**config.mk**
```make
export PLATFORM = sky130hd
export DESIGN_NAME = run_sequencer
export DESIGN_NICKNAME = d
export VERILOG_FILES = /design/src/rtl/run_sequencer.sv
export SDC_FILE = /design/constraint.sdc
export NUM_CORES = 1
export LEC_CHECK = 0
export CAP_MARGIN = 0
export CELL_PAD_IN_SITES_DETAIL_PLACEMENT = 0
export CELL_PAD_IN_SITES_GLOBAL_PLACEMENT = 1
export CORE_MARGIN = 2
export CORE_UTILIZATION = 25
export CTS_BUF_LIST = sky130_fd_sc_hd__clkbuf_8
export DETAILED_ROUTE_END_ITERATION = 7
export GPL_ROUTABILITY_DRIVEN = 0
export PLACE_DENSITY = 0.91
export SLEW_MARGIN = 20
export SYNTH_ARGS = -nofsm -noshare
export SYNTH_HDL_FRONTEND = slang
export SYNTH_SLANG_ARGS = --single-unit
export TNS_END_PERCENT = 10
```
**constraint.sdc**
```tcl
create_clock -name CLOCK_50 -period 2.6 [get_ports CLOCK_50]
set_input_delay 0.52 -clock CLOCK_50 [delete_from_list [all_inputs] [get_ports CLOCK_50]]
set_output_delay 0.52 -clock CLOCK_50 [all_outputs]
set_load 0.02 [all_outputs]
```
**src/rtl/run_sequencer.sv**
```systemverilog
// -----------------------------------------------------------------------------
// run_sequencer
//   Run-control sequencer for the pipelined ARM core. It holds the core in
//   reset, lets it run until a halt store or a cycle timeout, requests a dump
//   window, and then parks in a sticky DONE state until restarted.
//
//   State flow: RESET_HOLD -> RUN -> DUMP -> DONE -(restart)-> RESET_HOLD
//
// Parameters
//   N             data-memory address/data width
//   CNT_W         cycle counter width
//   RESET_CYCLES  extra reset-hold edges after the first edge seeing reset low
//   MAX_CYCLES    RUN-cycle timeout
//   DUMP_CYCLES   cycles dump stays high
//   HALT_ADDR     store address that signals program halt
//
// Ports
//   CLOCK_50        in   clock, rising-edge
//   reset           in   synchronous active-high reset
//   restart         in   pulse; leaves DONE for a fresh run
//   DM_writeEnable  in   data-memory write strobe (monitored)
//   DM_addr         in   data-memory address (monitored)
//   DM_writeData    in   data-memory write data (monitored)
//   cpu_reset       out  processor reset
//   dump            out  dump request window
//   done            out  sticky run-complete flag
//   halt_cause      out  00 none, 01 timeout, 10 halt store
//   cycle_count     out  completed RUN cycles of the current/last run
//
// Build option
//   RUN_SEQ_HALT_DATA_EN : a halt store additionally needs DM_writeData to be
//                          all-ones; other stores to HALT_ADDR are ordinary.
// -----------------------------------------------------------------------------
module run_sequencer #(
  parameter int               N            = 64,
  parameter int               CNT_W        = 32,
  parameter int               RESET_CYCLES = 2,
  parameter int               MAX_CYCLES   = 5000,
  parameter int               DUMP_CYCLES  = 2,
  parameter logic [N-1:0]     HALT_ADDR    = 'h3F8
) (
  input  logic             CLOCK_50,
  input  logic             reset,
  input  logic             restart,
  input  logic             DM_writeEnable,
  input  logic [N-1:0]     DM_addr,
  input  logic [N-1:0]     DM_writeData,
  output logic             cpu_reset,
  output logic             dump,
  output logic             done,
  output logic [1:0]       halt_cause,
  output logic [CNT_W-1:0] cycle_count
);

  localparam int HOLD_W = $clog2(RESET_CYCLES + 1) + 1;
  localparam int DMP_W  = $clog2(DUMP_CYCLES) + 1;

  localparam logic [1:0] CAUSE_NONE    = 2'b00;
  localparam logic [1:0] CAUSE_TIMEOUT = 2'b01;
  localparam logic [1:0] CAUSE_HALT    = 2'b10;

  typedef enum logic [1:0] {
    S_RESET_HOLD = 2'd0,
    S_RUN        = 2'd1,
    S_DUMP       = 2'd2,
    S_DONE       = 2'd3
  } state_t;

  state_t             state_q, state_d;
  logic [HOLD_W-1:0]  hold_q, hold_d;
  logic [DMP_W-1:0]   dmp_q, dmp_d;
  logic [CNT_W-1:0]   cnt_q, cnt_d;
  logic [1:0]         cause_q, cause_d;
  logic               halt_hit;

  // Halt-store detect. Only meaningful while in RUN; gated in the FSM.
`ifdef RUN_SEQ_HALT_DATA_EN
  assign halt_hit = DM_writeEnable && (DM_addr == HALT_ADDR) &&
                    (DM_writeData == {N{1'b1}});
`else
  logic unused_wdata;
  assign unused_wdata = ^DM_writeData;
  assign halt_hit     = DM_writeEnable && (DM_addr == HALT_ADDR);
`endif

  // Next-state / datapath.
  always_comb begin
    state_d = state_q;
    hold_d  = hold_q;
    dmp_d   = dmp_q;
    cnt_d   = cnt_q;
    cause_d = cause_q;
    unique case (state_q)
      // The edge that enters RESET_HOLD (reset or restart) is not counted;
      // RESET_CYCLES+1 further edges are spent here, so cpu_reset falls
      // RESET_CYCLES edges after the first edge that sees reset low.
      S_RESET_HOLD: begin
        if (hold_q == HOLD_W'(RESET_CYCLES)) begin
          state_d = S_RUN;
          cnt_d   = '0;
        end else begin
          hold_d = hold_q + 1'b1;
        end
      end
      // Count includes the exit edge so it equals the number of RUN cycles.
      // Halt has priority over a coincident timeout.
      S_RUN: begin
        cnt_d = cnt_q + 1'b1;
        if (halt_hit) begin
          state_d = S_DUMP;
          cause_d = CAUSE_HALT;
          dmp_d   = '0;
        end else if (cnt_q == CNT_W'(MAX_CYCLES - 1)) begin
          state_d = S_DUMP;
          cause_d = CAUSE_TIMEOUT;
          dmp_d   = '0;
        end
      end
      S_DUMP: begin
        if (dmp_q == DMP_W'(DUMP_CYCLES - 1)) begin
          state_d = S_DONE;
        end else begin
          dmp_d = dmp_q + 1'b1;
        end
      end
      S_DONE: begin
        if (restart) begin
          state_d = S_RESET_HOLD;
          hold_d  = '0;
          cnt_d   = '0;
          cause_d = CAUSE_NONE;
        end
      end
      default: state_d = S_RESET_HOLD;
    endcase
  end

  // State and registered outputs. Outputs are decoded from the next state
  // into flops so no input reaches an output combinationally.
  always_ff @(posedge CLOCK_50) begin
    if (reset) begin
      state_q     <= S_RESET_HOLD;
      hold_q      <= '0;
      dmp_q       <= '0;
      cnt_q       <= '0;
      cause_q     <= CAUSE_NONE;
      cpu_reset   <= 1'b1;
      dump        <= 1'b0;
      done        <= 1'b0;
      halt_cause  <= CAUSE_NONE;
      cycle_count <= '0;
    end else begin
      state_q     <= state_d;
      hold_q      <= hold_d;
      dmp_q       <= dmp_d;
      cnt_q       <= cnt_d;
      cause_q     <= cause_d;
      cpu_reset   <= (state_d == S_RESET_HOLD);
      dump        <= (state_d == S_DUMP);
      done        <= (state_d == S_DONE);
      halt_cause  <= cause_d;
      cycle_count <= cnt_d;
    end
  end

endmodule

```
==> results.json, run 1 <==
{
  "grt_max_degree": 32,
  "synthesis.nets": 390,
  "synth_top_family_by_area": "simple AND/OR/NAND/NOR gates",
  "cpMostUsedCell": "nand3_1",
  "core_area_mm2": 0.00868,
  "finalSetupTns_ps": 0,
  "grt_use_total": 0.132,
  "crit_path_max_fanout": 4,
  "post-place-ws_ps": 152,
  "fill_cells": 898,
  "stdcell_count": 470,
  "cts_hold_buf": 0,
  "layout_min_cycle_time_ps": 2090,
  "die_h_um": 98.3,
  "wl_per_cell_um": 13.3,
  "register_area_um2": 881,
  "drv_cap": 0,
  "rows": 34,
  "grt.overflow.total": 0,
  "pwr-share-comb": 0.230,
  "nNetsFinal": 497,
  "yosys.area_share.simple": 0.350,
  "relSlewSlack": 0.533,
  "dr_total_vias": 2239,
  "p_switching_mw": 0.450,
  "ctsResizeCount": 0,
  "p_leak_nw": 1.24,
  "slew_viol_final": 0,
  "critPathCaptureType": "register",
  "drive_gt1_frac": 0.0663,
  "gr-max-usage-layer": "met2",
  "whs_ps": 477,
  "ant_nets": 0,
  "crit_type": "in2reg",
  "synth_compound_area_frac": 0.0552,
  "pwr-share-seq": 0.451,
  "layout_common_cells": "clkdlybuf4s50_1, dfxtp_1, nor2_1",
  "yosys_register_bits": 44,
  "ys_types": 41,
  "post-route-period-util": 0.805,
  "synth_top_area_frac": 0.397,
  "max_freq_mhz": 478,
  "cp_slowest_cell": "nor4_1",
  "tightest_slew_ps": 698,
  "multi_input_area_mm2": 0.00127,
  "place_area_mm2": 0.00339,
  "clk-insertion-delay-late_ps": 300,
  "root_buffer": "clkbuf_8",
  "finClkSkew_ps": 7.77,
  "pin_count": 169,
  "fp.dieW_um": 98.3,
  "synth_area_leader_cell": "dfxtp_1",
  "grtUsageMet2": 0.238,
  "setup_violations": 0,
  "hold_viol": 0,
  "numCtsBuffers": 5,
  "critPathTopFamily": "simple AND/OR/NAND/NOR gates",
  "synth_fa_ha_area_frac": 0.0225,
  "drtIter0Drc": 51,
  "initial_core_util": 0.256,
  "port_buffers": 104,
  "muxShareOfSynthArea": 0.0242,
  "power_frac_clock": 0.319,
  "dr.pass1.iters": 4,
  "drc_errors": 0,
  "yosysSeqAreaShare": 0.397,
  "dp_hpwl_mm": 4.97,
  "cellInternalPower_mw": 1.18,
  "diodes": 0,
  "groute.layer.met1.usage": 0.151,
  "clock_path_buffers": 2,
  "grt_pass1_vias": 2296,
  "synthTopCellsByArea": "dfxtp_1, xor2_1, nor2_1",
  "worstPathCellList": "clkdlybuf4s50_1 -> nor4_1 -> nand3_1 -> nor3_1 -> nand3_1 -> nand3_1 -> mux2_2",
  "run_status": "completed",
  "clk_pin_slew_ps": 80,
  "syn_area_per_cell_um2": 8.74,
  "hp-class": "reg2reg",
  "power.density_mw_per_mm2": 466,
  "grt_antenna_before_repair": 0,
  "syn_to_final_growth_pct": 57.6,
  "grt_pass1_wl_mm": 10.4,
  "grt_use_met3": 0.0415,
  "crit_path_max_incr_delay_ps": 420,
  "dp_cells": 462,
  "yosys_warnings": 0,
  "die-area_mm2": 0.00965,
  "final_common_cell": "clkdlybuf4s50_1",
  "cts_htree_levels": 2,
  "vias_per_cell": 4.76,
  "rsz0062_at_grt": "no",
  "setup_slack_ps": 507,
  "syn_area_mm2": 0.00222,
  "cp-start-kind": "primary input",
  "cts_tree": "yes",
  "syn_inst": 254,
  "crit_buf_inv": 1,
  "design_area_mm2": 0.00350,
  "wirelength_mm": 6.23,
  "cp.arrival_ps": 2290,
  "swShare": 0.276,
  "ir_drop_mv": 0.271,
  "cts_setup_buffers": 0,
  "required_ps": 2790,
  "clock-sinks": 44,
  "synthXorXnorAreaFrac": 0.118
}
==> worst reg2reg max path, stage by stage, from the launching register on <==
cell	delay, ps
dfxtp_1	450
ha_1	250
nor4b_1	290
nand4_1	130
nor2_1	220
nand2_1	140
nand3_1	150
mux2_2	340
==> metal layers <==
metal | up-vias | share of wire
met5 | - | 0
met4 | 0 | 0.011
met3 | 7 | 0.079
met2 | 80 | 0.51
met1 | 1038 | 0.40
li1 | 1114 | -
==> cell families (layout without fill, tap and decap cells) <==
logic type,count (synthesis),count (layout)
AOI/OAI and AO/OA,16,16
xor gates and xnor gates,30,30
adders and majority gates,4,4
buffers and inverters,15,123
DFF,44,44
muxes,5,5
and+or+nand+nor,140,140
==> state kept, by name, indices dropped and copies added (netlist names) <==
register	flops
cause_q	2
cnt_q	32
dump	1
state_q	2
hold_q	3
dmp_q	2
done	1
cpu_reset	1
==> power by group through the flow <==
stage	Sequential, mW	Combinational (mW)	Clock, mW
CTS	0.735	0.378	0.533
floorplan	0.748	0.194	0
finish	0.734	0.375	0.521
detailed placement	0.750	0.376	0
global placement	0.748	0.367	0
global route	0.740	0.410	0.565
==> final timing paths <==
path                            from                      end  slack [ps]  depth (start not counted)
max                      DM_addr[35]    dmp_q[0]$_SDFFE_PP0P_         510                          7
min          cause_q[1]$_SDFFE_PP0P_  cause_q[1]$_SDFFE_PP0P_         480                          2
max reg2reg    cnt_q[0]$_SDFFE_PP0P_    dmp_q[0]$_SDFFE_PP0P_         510                          7
min reg2reg  cause_q[1]$_SDFFE_PP0P_  cause_q[1]$_SDFFE_PP0P_         480                          2
==> area by class of cell <==
cell class / count / area share
flip-flops and latches: 44 / 0.252
well taps: 108 / 0.0386
inverters: 7 / 0.00751
clock inverters: 3 / 0.0111
clock buffers: 5 / 0.0197
multi-input cells: 195 / 0.362
repair buffers: 108 / 0.310
==> stage by stage <==
stage | total power, mW | util
after floorplan | 0.942 | -
after global placement | 1.11 | 0.391
after detailed placement | 1.13 | 0.391
after CTS | 1.65 | 0.403
after global routing | 1.72 | 0.403
final | 1.63 | 0.403
==> Yosys cell counts, drive strengths merged <==
cell type   n
nand2      15
nor4b       6
a21o        1
nor4       16
nor2       39
a21oi       7
a31oi       1
inv         7
and4b       1
o21ai       3
and2        3
clkbuf      3
nand3      18
dfxtp      44
nand4      14
a21boi      1
and4        4
and3        8
or3         2
nor3        7
nand2b      3
and3b       1
mux2i       2
xor2       26
ha          4
buf         5
mux2        3
a211oi      3
nor3b       1
nor2b       2
xnor2       4
No activity file was read; power rests on OpenSTA's default activity.
==> run 2: changes to the inputs <==
--- a/config.mk
+++ b/config.mk
@@ -9,11 +9,11 @@
 export CELL_PAD_IN_SITES_DETAIL_PLACEMENT = 0
 export CELL_PAD_IN_SITES_GLOBAL_PLACEMENT = 1
 export CORE_MARGIN = 2
-export CORE_UTILIZATION = 25
+export CORE_UTILIZATION = 21
 export CTS_BUF_LIST = sky130_fd_sc_hd__clkbuf_8
 export DETAILED_ROUTE_END_ITERATION = 7
 export GPL_ROUTABILITY_DRIVEN = 0
-export PLACE_DENSITY = 0.91
+export PLACE_DENSITY = 0.82
 export SLEW_MARGIN = 20
 export SYNTH_ARGS = -nofsm -noshare
 export SYNTH_HDL_FRONTEND = slang
==> constraint.sdc (replaced) <==
create_clock -name CLOCK_50 -period 1.84 [get_ports CLOCK_50]
set_input_delay 0.368 -clock CLOCK_50 [delete_from_list [all_inputs] [get_ports CLOCK_50]]
set_output_delay 0.368 -clock CLOCK_50 [all_outputs]
set_load 0.02 [all_outputs]
==> run 2 against run 1 <==
  * Cell count grew 13%
  * Routed wire length grew 9.9%
  * Die area grew 18%
  * Combinational power grew 66%
==> results.json, run 2 (synthesized netlist as in run 1, its figures left out) <==
{
  "core_area_mm2": 0.0103,
  "dr.pass1.iters": 4,
  "cellInternalPower_mw": 1.63,
  "diodes": 0,
  "root_buffer": "clkbuf_8",
  "finClkSkew_ps": 6.23,
  "final_common_cell": "clkdlybuf4s50_1",
  "clk_pin_slew_ps": 80,
  "reg_top3": "cnt_q x32, hold_q x3",
  "power.density_mw_per_mm2": 581,
  "dp_cells": 521,
  "slew_viol_final": 0,
  "ir_drop_mv": 0.312,
  "rows": 37,
  "setup_violations": 0,
  "wl_per_cell_um": 12.9,
  "grt_pass1_vias": 2496,
  "numCtsBuffers": 5,
  "power_frac_clock": 0.282,
  "grt_use_total": 0.122,
  "post-route-period-util": 0.979,
  "grt_pass1_wl_mm": 11.3,
  "drtIter0Drc": 53,
  "initial_core_util": 0.216,
  "crit_type": "in2reg",
  "hp-class": "reg2reg",
  "dr_total_vias": 2370,
  "pwr-share-seq": 0.447,
  "port_buffers": 104,
  "cts_tree": "yes",
  "crit_path_max_fanout": 4,
  "dp_hpwl_mm": 5.43,
  "hold_viol": 0,
  "stdcell_count": 531,
  "clock-sinks": 44,
  "die_h_um": 107,
  "grt_max_degree": 32,
  "p_switching_mw": 0.669,
  "clock_path_buffers": 2,
  "rsz0062_at_grt": "yes",
  "cts_hold_buf": 0,
  "layout_common_cells": "clkdlybuf4s50_1, dfxtp_1, nor2_1",
  "layout_min_cycle_time_ps": 1800,
  "setup_slack_ps": 38.4,
  "post-place-ws_ps": -425,
  "drc_errors": 0,
  "finalPower_mw": 2.30,
  "cp.arrival_ps": 1990,
  "whs_ps": 484,
  "regMostFlops": "cnt_q",
  "p_leak_nw": 1.61,
  "swShare": 0.291,
  "pwr-share-comb": 0.271,
  "cp-start-kind": "primary input",
  "nNetsFinal": 530,
  "grt_antenna_before_repair": 0,
  "run_status": "completed",
  "cts_htree_levels": 2,
  "required_ps": 2030,
  "tightest_slew_ps": 526,
  "drive_gt1_frac": 0.218,
  "wirelength_mm": 6.85,
  "clk-insertion-delay-late_ps": 300,
  "relSlewSlack": 0.649,
  "syn_to_final_growth_pct": 78.4,
  "vias_per_cell": 4.46,
  "grt.overflow.total": 0,
  "pin_count": 169,
  "fp.dieW_um": 107,
  "drv_cap": 0,
  "ant_nets": 0,
  "die-area_mm2": 0.0114,
  "max_freq_mhz": 555,
  "largest_register_ffs": 32,
  "critPathCaptureType": "register"
}
## run 2: changes by cell type in the layout (fill, tap and decap cells not counted), sizes merged, moves of 2 or more
cell	previous run	this run
buf	4	37
clkdlybuf4s50	104	86
dlymetal6s2s	0	16
clkinvlp	0	2
dlygate4sd2	0	2
## run 2: layer usage
layer / global-route usage / wire [µm]
met3: 0.0365 / 483
met1: 0.141 / 2740
met4: 0.0195 / 30
met2: 0.226 / 3600
met5: 0 / 0
## run 2: final cells by class
cell class                      count  area, µm²
Sequential cell                    44        885
Clock inverter                      2       15.0
Fill cell                        1042       6310
Inverter                            7       26.3
Timing Repair Buffer              141       1370
Multi-Input combinational cell    195       1410
Clock buffer                        6       82.6
Tap cell                          136        170
## run 2: final timing paths
| path | startpoint | endpoint | slack, ps | depth (start not counted) |
|---|---|---|---|---|
| hold reg to reg | cause_q[1]$_SDFFE_PP0P_ | cause_q[1]$_SDFFE_PP0P_ | 480 | 2 |
| setup reg to reg | cnt_q[3]$_SDFFE_PP0P_ | cnt_q[31]$_SDFFE_PP0P_ | 60 | 6 |
| setup / recovery | DM_addr[31] | dmp_q[1]$_SDFFE_PP0P_ | 40 | 7 |
| hold / removal | cause_q[1]$_SDFFE_PP0P_ | cause_q[1]$_SDFFE_PP0P_ | 480 | 2 |
## run 2: power groups by stage
stage	clock network (mW)	logic (mW)	registers, mW
5_1_grt	0.705	0.683	1.03
3_3_place_gp	0	0.594	1.05
6_report	0.648	0.623	1.03
4_1_cts	0.670	0.617	1.03
3_5_place_dp	0	0.608	1.05
2_1_floorplan	0	0.274	1.06
## run 2: timing repair
action,CTS,global route
pin swaps,7,14
endpoints found under the setup margin,2,23
resized for setup,15,36
setup buffers,2,0
endpoints found under the hold margin,0,0
## run 2: metrics by stage
stage | setup TNS [ps] | util | area, µm²
floorplan | 0 | - | 2220
global placement | -5150 | 0.356 | 3660
detailed placement | -5880 | 0.356 | 3660
CTS | -6.26 | 0.373 | 3830
global route | -112 | 0.386 | 3960
finish | 0 | 0.386 | 3960
## run 2: critical path, stage by stage
cell             delay (ps)
clkdlybuf4s50_1         440
nor4_4                  290
nand3_2                 110
nor3_2                  190
nand3_2                 140
nand3_2                 140
mux2_4                  300
